--- src/rtl/demux_1x4_buffered.sv ---
// Registered 1-to-4 demultiplexer with one holding register per output.
// Each slot is filled by the producer and drained by its own consumer.
module demux_1x4_buffered #(
  parameter int DATA_WIDTH = 32
) (
  input  logic                  clk,
  input  logic                  reset,
  input  logic [1:0]            selector,
  input  logic [DATA_WIDTH-1:0] data_in,
  input  logic                  in_valid,
  output logic                  in_ready,
  output logic [DATA_WIDTH-1:0] data_out_0,
  output logic [DATA_WIDTH-1:0] data_out_1,
  output logic [DATA_WIDTH-1:0] data_out_2,
  output logic [DATA_WIDTH-1:0] data_out_3,
  output logic [3:0]            out_valid,
  input  logic [3:0]            out_ready
);

  logic [3:0]            full_q;
  logic [3:0]            load;
  logic [3:0]            drain;
  logic [DATA_WIDTH-1:0] slot_q [4];

  assign out_valid  = full_q;
  assign data_out_0 = slot_q[0];
  assign data_out_1 = slot_q[1];
  assign data_out_2 = slot_q[2];
  assign data_out_3 = slot_q[3];

  // Selected slot can take a word if empty or being drained this edge.
  assign in_ready = ~reset
                  & (~full_q[selector] | out_ready[selector]);

  // One-hot load of the selected slot and per-slot drain strobes.
  always_comb begin
    load  = '0;
    drain = full_q & out_ready;
    if (in_valid && in_ready) begin
      unique case (selector)
        2'd0: load[0] = 1'b1;
        2'd1: load[1] = 1'b1;
        2'd2: load[2] = 1'b1;
        2'd3: load[3] = 1'b1;
        default: load = '0;
      endcase
    end
  end

  // Full flags: a refill on the draining edge keeps the slot full.
  always_ff @(posedge clk or posedge reset) begin
    if (reset) begin
      full_q <= '0;
    end else begin
      full_q <= (full_q & ~drain) | load;
    end
  end

  // Data registers only change on load; drained slots keep stale data.
  always_ff @(posedge clk or posedge reset) begin
    if (reset) begin
      for (int k = 0; k < 4; k++) begin
        slot_q[k] <= '0;
      end
    end else begin
      for (int k = 0; k < 4; k++) begin
        if (load[k]) begin
          slot_q[k] <= data_in;
        end
      end
    end
  end

endmodule

--- config.mk ---
export PLATFORM = sky130hd
export DESIGN_NAME = demux_1x4_buffered
export DESIGN_NICKNAME = d
export VERILOG_FILES = /design/src/rtl/demux_1x4_buffered.sv
export SDC_FILE = /design/constraint.sdc
export NUM_CORES = 1
export LEC_CHECK = 0
export CAP_MARGIN = 20
export CORE_MARGIN = 5
export CORE_UTILIZATION = 41
export CTS_BUF_LIST = sky130_fd_sc_hd__clkbuf_16
export DETAILED_ROUTE_END_ITERATION = 10
export PLACE_DENSITY = 0.72
export SYNTH_ARGS = -nofsm -noshare
export SYNTH_HDL_FRONTEND = slang
export SYNTH_SLANG_ARGS = --single-unit
--- constraint.sdc ---
create_clock -name clk -period 4.3 [get_ports clk]
set_input_delay 0.645 -clock clk [delete_from_list [all_inputs] [get_ports clk]]
set_output_delay 0.645 -clock clk [all_outputs]
set_load 0.05 [all_outputs]
======== Yosys cells after proc, flatten, opt, wreduce, memory -nomap -nowiden ========
Cells that the tools add are included.
storage, ports and cells
  bits in registers ....................... 132
  input bits .............................. 41
  output and inout bits ................... 133
cells by class
  multiplexer cells ....................... 9
  equal/unequal tests ..................... 3
  order comparisons ....................... 1
  reduce and logical (&&, ||, !) cells .... 2
  bitwise gates (word level) .............. 8
operator list
  operator            number
  $and 4x4->4         2
  $mux 1              6
  $bmux 1 s2          2
  $eq 2x2->1 const B  2
  $mux 4              1
  $not 4->4           1
  $or 4x4->4          1
  $lt 2x3->1 const B  1
  $eq 2x1->1 const B  1
  $logic_not 2->1     1
  $not 1->1           2
  $and 1x1->1         1
  $logic_and 1x1->1   1
  $or 1x1->1          1

======== Depth between registers and ports, before layout ========
  word-level depth ........................ 8
  gate-level depth with buffers ........... 6
  depth with buffers taken out ............ 3

======== Worst setup path before layout ========
Ideal clock, no wire load.
  kind .................................... input to output
  start ................................... in selector[0]
  end ..................................... out in_ready
  setup slack ............................. 1150 ps
  arrival time ............................ 2505 ps
  path buffers ............................ 1
  cell stages on the path ................. 4
  path through ............................ buf_2 > or3b_2 > a21boi_0 > nor4_1
between the ends
  word-level cells in the longest chain between the ends .. 5
ends and longest elaborated chain
  element                       line  text
  start: declaration            8     input logic [1:0] selector,
  $bmux 1 s2                    33    & (~full_q[selector] | out_ready[selector]);
  $mux 1 (implied by the code)  33
  $not 1->1                     33
  $or 1x1->1 *                  33
  $and 1x1->1 *                 33
  end: declaration              11    output logic in_ready,
Mark *: on every way between the ends. The rest lies on a longest branch, timed or not. The select of a mux whose other input is x is not followed.

======== Final worst setup path ========
Ends and elaborated chain as after synthesis.

==> metrics.yaml <==
status: "completed"
max_stage_delay_ns: 0.70
clock_sinks: 132
end_kind: "primary output"
crit_top_cell: "clkdlybuf4s50_1"
synth.largest_area_cell: "dfrtp_1"
worstPathArrival_ns: 2.67
post-route-util_pct: 62.26
fin_skew_ns: 0.004856
fin_crit_sh_pct: 77.07
fmax_mhz: 301.7
die_w_um: 121.5
setup_viol: 0
crit_fanout: 8
synth_area_per_cell_um2: 17.16
synthCells: 297
antenna_cells: 0
synth_fp_nets: 338
reg2reg_to: "data_out_1[14]"
async_reset_ff_share_pct: 100.0
place.gp.congestion: 0.7595
tightest_slew_ns: 0.8099
yosys_warnings: 0
rows: 40
synth_ff_type: "dfrtp_1"
hold_viol_final: 0
clk_latency_ns: 0.41
vias_per_cell: 4.850
firstDrtPassIters: 4
p_per_area_nw_per_um2: 664.7
crit_family: "buffers and inverters"
cp-start-kind: "input pin"
grt_pass1_wl_um: 19350
detail_route.wl_per_cell_um: 18.38
min_path_cells: 1
crit_buf_inv: 2
synth_edf_count: 0
drc: 0
post_cts_buffers: 0
area_growth_pct: 47.94
regToRegSetupSlack_ns: 2.38
min-delay-start: "data_out_2[29]"
r2r-start: "out_valid[1]"
antenna_left: 0
cp_data_required_time_ns: 3.65
power_leakage_nw: 3.225
holdCritPathClass: "reg -> reg"
boundaryPins: 174
yosysSeqAreaShare_pct: 64.80
netlist_top_cells_area: "dfrtp_1, mux2_2, mux2_4"
die_h_um: 121.5
grt_max_degree: 68
synth.cell_area_um2: 5097
cts_hold_buf: 0
slowest_stage: "clkdlybuf4s50_1"
synth-seq-cells: 132
cts-buffers-inserted: 17
rr_worst_depth: 3
antenna_found_initial: 0
cts_buffer_depth: 2
start_util_pct: 42.09
finalCriticalPeriod_ns: 3.314
drive_above_1_share_pct: 33.27
coreArea_um2: 12110
synth_cell_type_count: 24
slew_headroom_pct: 46.00
tritoncts: "built"
clkTransAtPathRegs_ns: 0.05
dieArea_um2: 14760
yosysTopAreaCellShare_pct: 64.80
rsz0062_at_grt: "false"
fillers: 970
finalMaxSlewViolations: 0
first_iter_violations: 173
cts_resized: 0
fin_nets: 518
htree_levels: 4
critical_path_class: "in -> out"
wl_um: 12090
holdPathEnd: "data_out_2[29]"
grt_pass1_vias: 3488
overflow: 0
track_usage_pct: 17.24
crit_chain: "clkdlybuf4s50_1 -> or3b_2 -> a21boi_0 -> nor4_1 -> clkdlybuf4s50_1"
finalSetupTns_ns: 0
routed-via-count: 3191
dp_hpwl_um: 8422
vdd_drop_max_uv: 397.9
root_buffer: "clkbuf_16"
drv_cap: 0
portBuffers: 173
## Yosys cell counts, types with 2 or more instances
cell / n
nand2_1: 3
mux2_4: 11
nand2b_1: 3
dfrtp_1: 132
mux2_1: 5
inv_1: 2
nand4b_4: 2
buf_2: 8
buf_6: 5
mux2_2: 112
## sequential cells by signal, summed over array words and instances, names as in the netlist
signal / flops
data_out_3: 32
data_out_0: 32
data_out_1: 32
out_valid: 4
data_out_2: 32
## metrics by stage
stage	instance area, µm²	setup WS, ns	instances	hold slack, ns	total power, mW
finish	7541	0.9859	658	0.4965	5.013
global route	7541	0.9088	658	0.5092	5.210
CTS	7541	0.9789	658	0.5004	5.074
detailed placement	6967	0.9842	626	0.4886	3.658
global placement	6967	1.006	626	0.4746	3.630
floorplan	5097	0.1290	297	0.7304	2.939
## worst reg2reg max path, delay by kind of cell, from the launching register on
family	cells	cell delay [ns]
flip-flops	1	0.38
multiplexers	1	0.58
AND/OR/NAND/NOR	2	0.84
## report_power, final
group,switching (mW),internal (mW)
Sequential,0.142,1.52
Clock,0.496,0.894
Combinational,1.26,0.701
## logic make-up (layout without fill, tap and decap cells)
kind of cell,Yosys count,after routing,share of synthesized area (%)
AOI/OAI and AO/OA,3,3,0.5156
buffers and inverters,17,210,2.577
DFF,132,132,64.80
muxes,128,128,29.09
and+or+nand+nor,17,17,3.020
## cell usage in the layout, fill, tap and decap left out, types with 2 or more instances in the layout
master / netlist / routed
inv_1: 2 / 4
bufinv_16: 0 / 3
mux2_2: 112 / 112
dfrtp_1: 132 / 132
buf_12: 1 / 2
nand2b_1: 3 / 3
mux2_1: 5 / 5
clkinv_2: 0 / 8
clkdlybuf4s50_1: 0 / 173
mux2_4: 11 / 11
clkbuf_16: 0 / 17
nand4b_4: 2 / 2
nand2_1: 3 / 3
## worst max path at each step
stage	startpoint	to	slack (ns)	depth (start not counted)
floorplan	reset	data_out_0[0]	0.13	1
global placement	selector[0]	in_ready	1.01	5
detailed placement	selector[0]	in_ready	0.98	5
CTS	selector[0]	in_ready	0.98	5
global route	selector[0]	in_ready	0.91	5
finish	selector[0]	in_ready	0.99	5
## cell type report
| cell class | count | area, µm² | area share [%] |
|---|---|---|---|
| Clock inverter | 15 | 148.9 | 1.974 |
| Tap cell | 168 | 210.2 | 2.787 |
| Clock buffer | 17 | 425.4 | 5.641 |
| Sequential cell | 132 | 3303 | 43.80 |
| Inverter | 2 | 10.01 | 0.1327 |
| Multi-Input combinational cell | 148 | 1664 | 22.07 |
| Timing Repair Buffer | 176 | 1779 | 23.59 |
## routing by layer
layer | GRT usage, % | wire [µm]
met1 | 21.83 | 5259
met2 | 26.22 | 5577
met4 | 7.143 | 214
met5 | 0 | 0
met3 | 7.086 | 1042
(Power assumes the default switching activity.)
==> RTL change: new RTL, same flow settings <==
Change the parameter `DATA_WIDTH` from 32 to 48.
--- a/src/rtl/demux_1x4_buffered.sv
+++ b/src/rtl/demux_1x4_buffered.sv
@@ -1,7 +1,7 @@
 // Registered 1-to-4 demultiplexer with one holding register per output.
 // Each slot is filled by the producer and drained by its own consumer.
 module demux_1x4_buffered #(
-  parameter int DATA_WIDTH = 32
+  parameter int DATA_WIDTH = 48
 ) (
   input  logic                  clk,
   input  logic                  reset,
Interface: changed (5 resized); port bits go from 174 to 254. The function was not compared with the original's and may differ.
==> RTL change against the unedited design <==
- area after synthesis up 46%
- non-clock buffer count up 85
- worst setup slack worse by 0.064 ns
- final area up 43%
- worst hold slack worse by 0.0017 ns
- sequential cell count up 64
- power up 39%
- wire length up 53%
- clock power up 11%
- clock skew up 0.0058 ns
- final cell count up 42%
- register-to-register slack worse by 0.16 ns
- synthesized cell count up 45%
- critical endpoint unchanged
- largest cell class unchanged
- largest power group unchanged
==> RTL change: results (changes against the unedited design) <==
- Logic pwr share: 0.424 (was 0.392)
- Largest net degree at the start of global routing: 65 (was 68)
- Drt via density: 4.91 (was 4.85)
- GRT Total Usage: 0.177 (was 0.172)
- Post-Syn Nets: 487 (was 338)
- Synth top area cells: dfrtp_1 66%, mux2_2 25%, mux2_4 3.8% (was dfrtp_1 65%, mux2_2 25%, mux2_4 3.2%)
- Clock skew: 0.0107 ns (was 0.00486 ns)
- WP data arrival: 2.73 ns (was 2.67 ns)
- R2R Path Start: out_valid[0] (was out_valid[1])
- Detailed-route wire length on metal 1: 7420 um (was 5260 um)
- Vias in the first global route: 4988 (was 3488)
- Status: complete, no violations (unchanged)
- M3 GR Usage: 0.0680 (was 0.0709)
- Port Buf Inserts: 253 (was 173)
- Sequential power share: 0.355 (was 0.331)
- GRT met1 Usage: 0.219 (was 0.218)
- Routed length on met3: 1700 um (was 1040 um)
- Worst VDD drop: 0.000364 V (was 0.000398 V)
- DP HPWL: 13000 um (was 8420 um)
- Clock-pin transition on the worst setup and hold timing paths: 0.07 ns (was 0.05 ns)
- Post-synthesis sequential area ratio: 0.660 (was 0.648)
- Fill count: 1342 (was 970)
- Post-synth top cells: 196 x dfrtp_1, 163 x mux2_2, 19 x mux2_4 (was 132 x dfrtp_1, 112 x mux2_2, 11 x mux2_4)
- Layout cell share with drive strength beyond 1: 0.323 (was 0.333)
- Wirelength per Cell: 19.9 um (was 18.4 um)
-- RTL change: changes by cell type in the layout (fill, tap and decap cells not counted), moves of 4 or more --
cell,unedited run,this run
buf_4,1,6
clkinv_4,0,4
mux2_2,112,163
mux2_1,5,10
clkinv_2,8,1
clkdlybuf4s50_1,173,253
dfrtp_1,132,196
mux2_4,11,19
-- RTL change: area by class of cell --
cell class,count,area share
multi-input cells,212,0.222
flip-flops and latches,196,0.455
well taps,229,0.0266
inverters,2,0.00104
repair buffers,261,0.243
clock inverters,15,0.0138
clock buffers,17,0.0394
-- RTL change: through the flow --
| stage | setup slack [ns] | power [mW] | cells | hold WS (ns) | cell area (um2) |
|---|---|---|---|---|---|
| after global routing | 0.779 | 7.22 | 932 | 0.505 | 10800 |
| after CTS | 0.925 | 7.02 | 932 | 0.499 | 10800 |
| final | 0.922 | 6.94 | 932 | 0.495 | 10800 |
| after floorplan | 1.12 | 4.37 | 430 | 0.730 | 7440 |
| after detailed placement | 0.935 | 5.47 | 900 | 0.484 | 10200 |
| after global placement | 1.01 | 5.42 | 900 | 0.471 | 10200 |
-- RTL change: worst min-delay path by stage --
stage	startpoint	to	slack (ns)	cells past startpoint
2_1_floorplan	out_ready[3]	out_valid[3]	0.73	1
3_3_place_gp	data_out_3[7]	data_out_3[7]	0.47	1
3_5_place_dp	data_out_1[7]	data_out_1[7]	0.48	1
4_1_cts	data_out_1[2]	data_out_1[2]	0.50	1
5_1_grt	data_out_1[7]	data_out_1[7]	0.51	1
6_report	data_out_1[2]	data_out_1[2]	0.49	1
-- RTL change: logic make-up after synthesis --
group / share of synthesized area
compound gates: 0.00353
simple gates: 0.0165
flops: 0.660
mux: 0.300
buf+inv: 0.0200
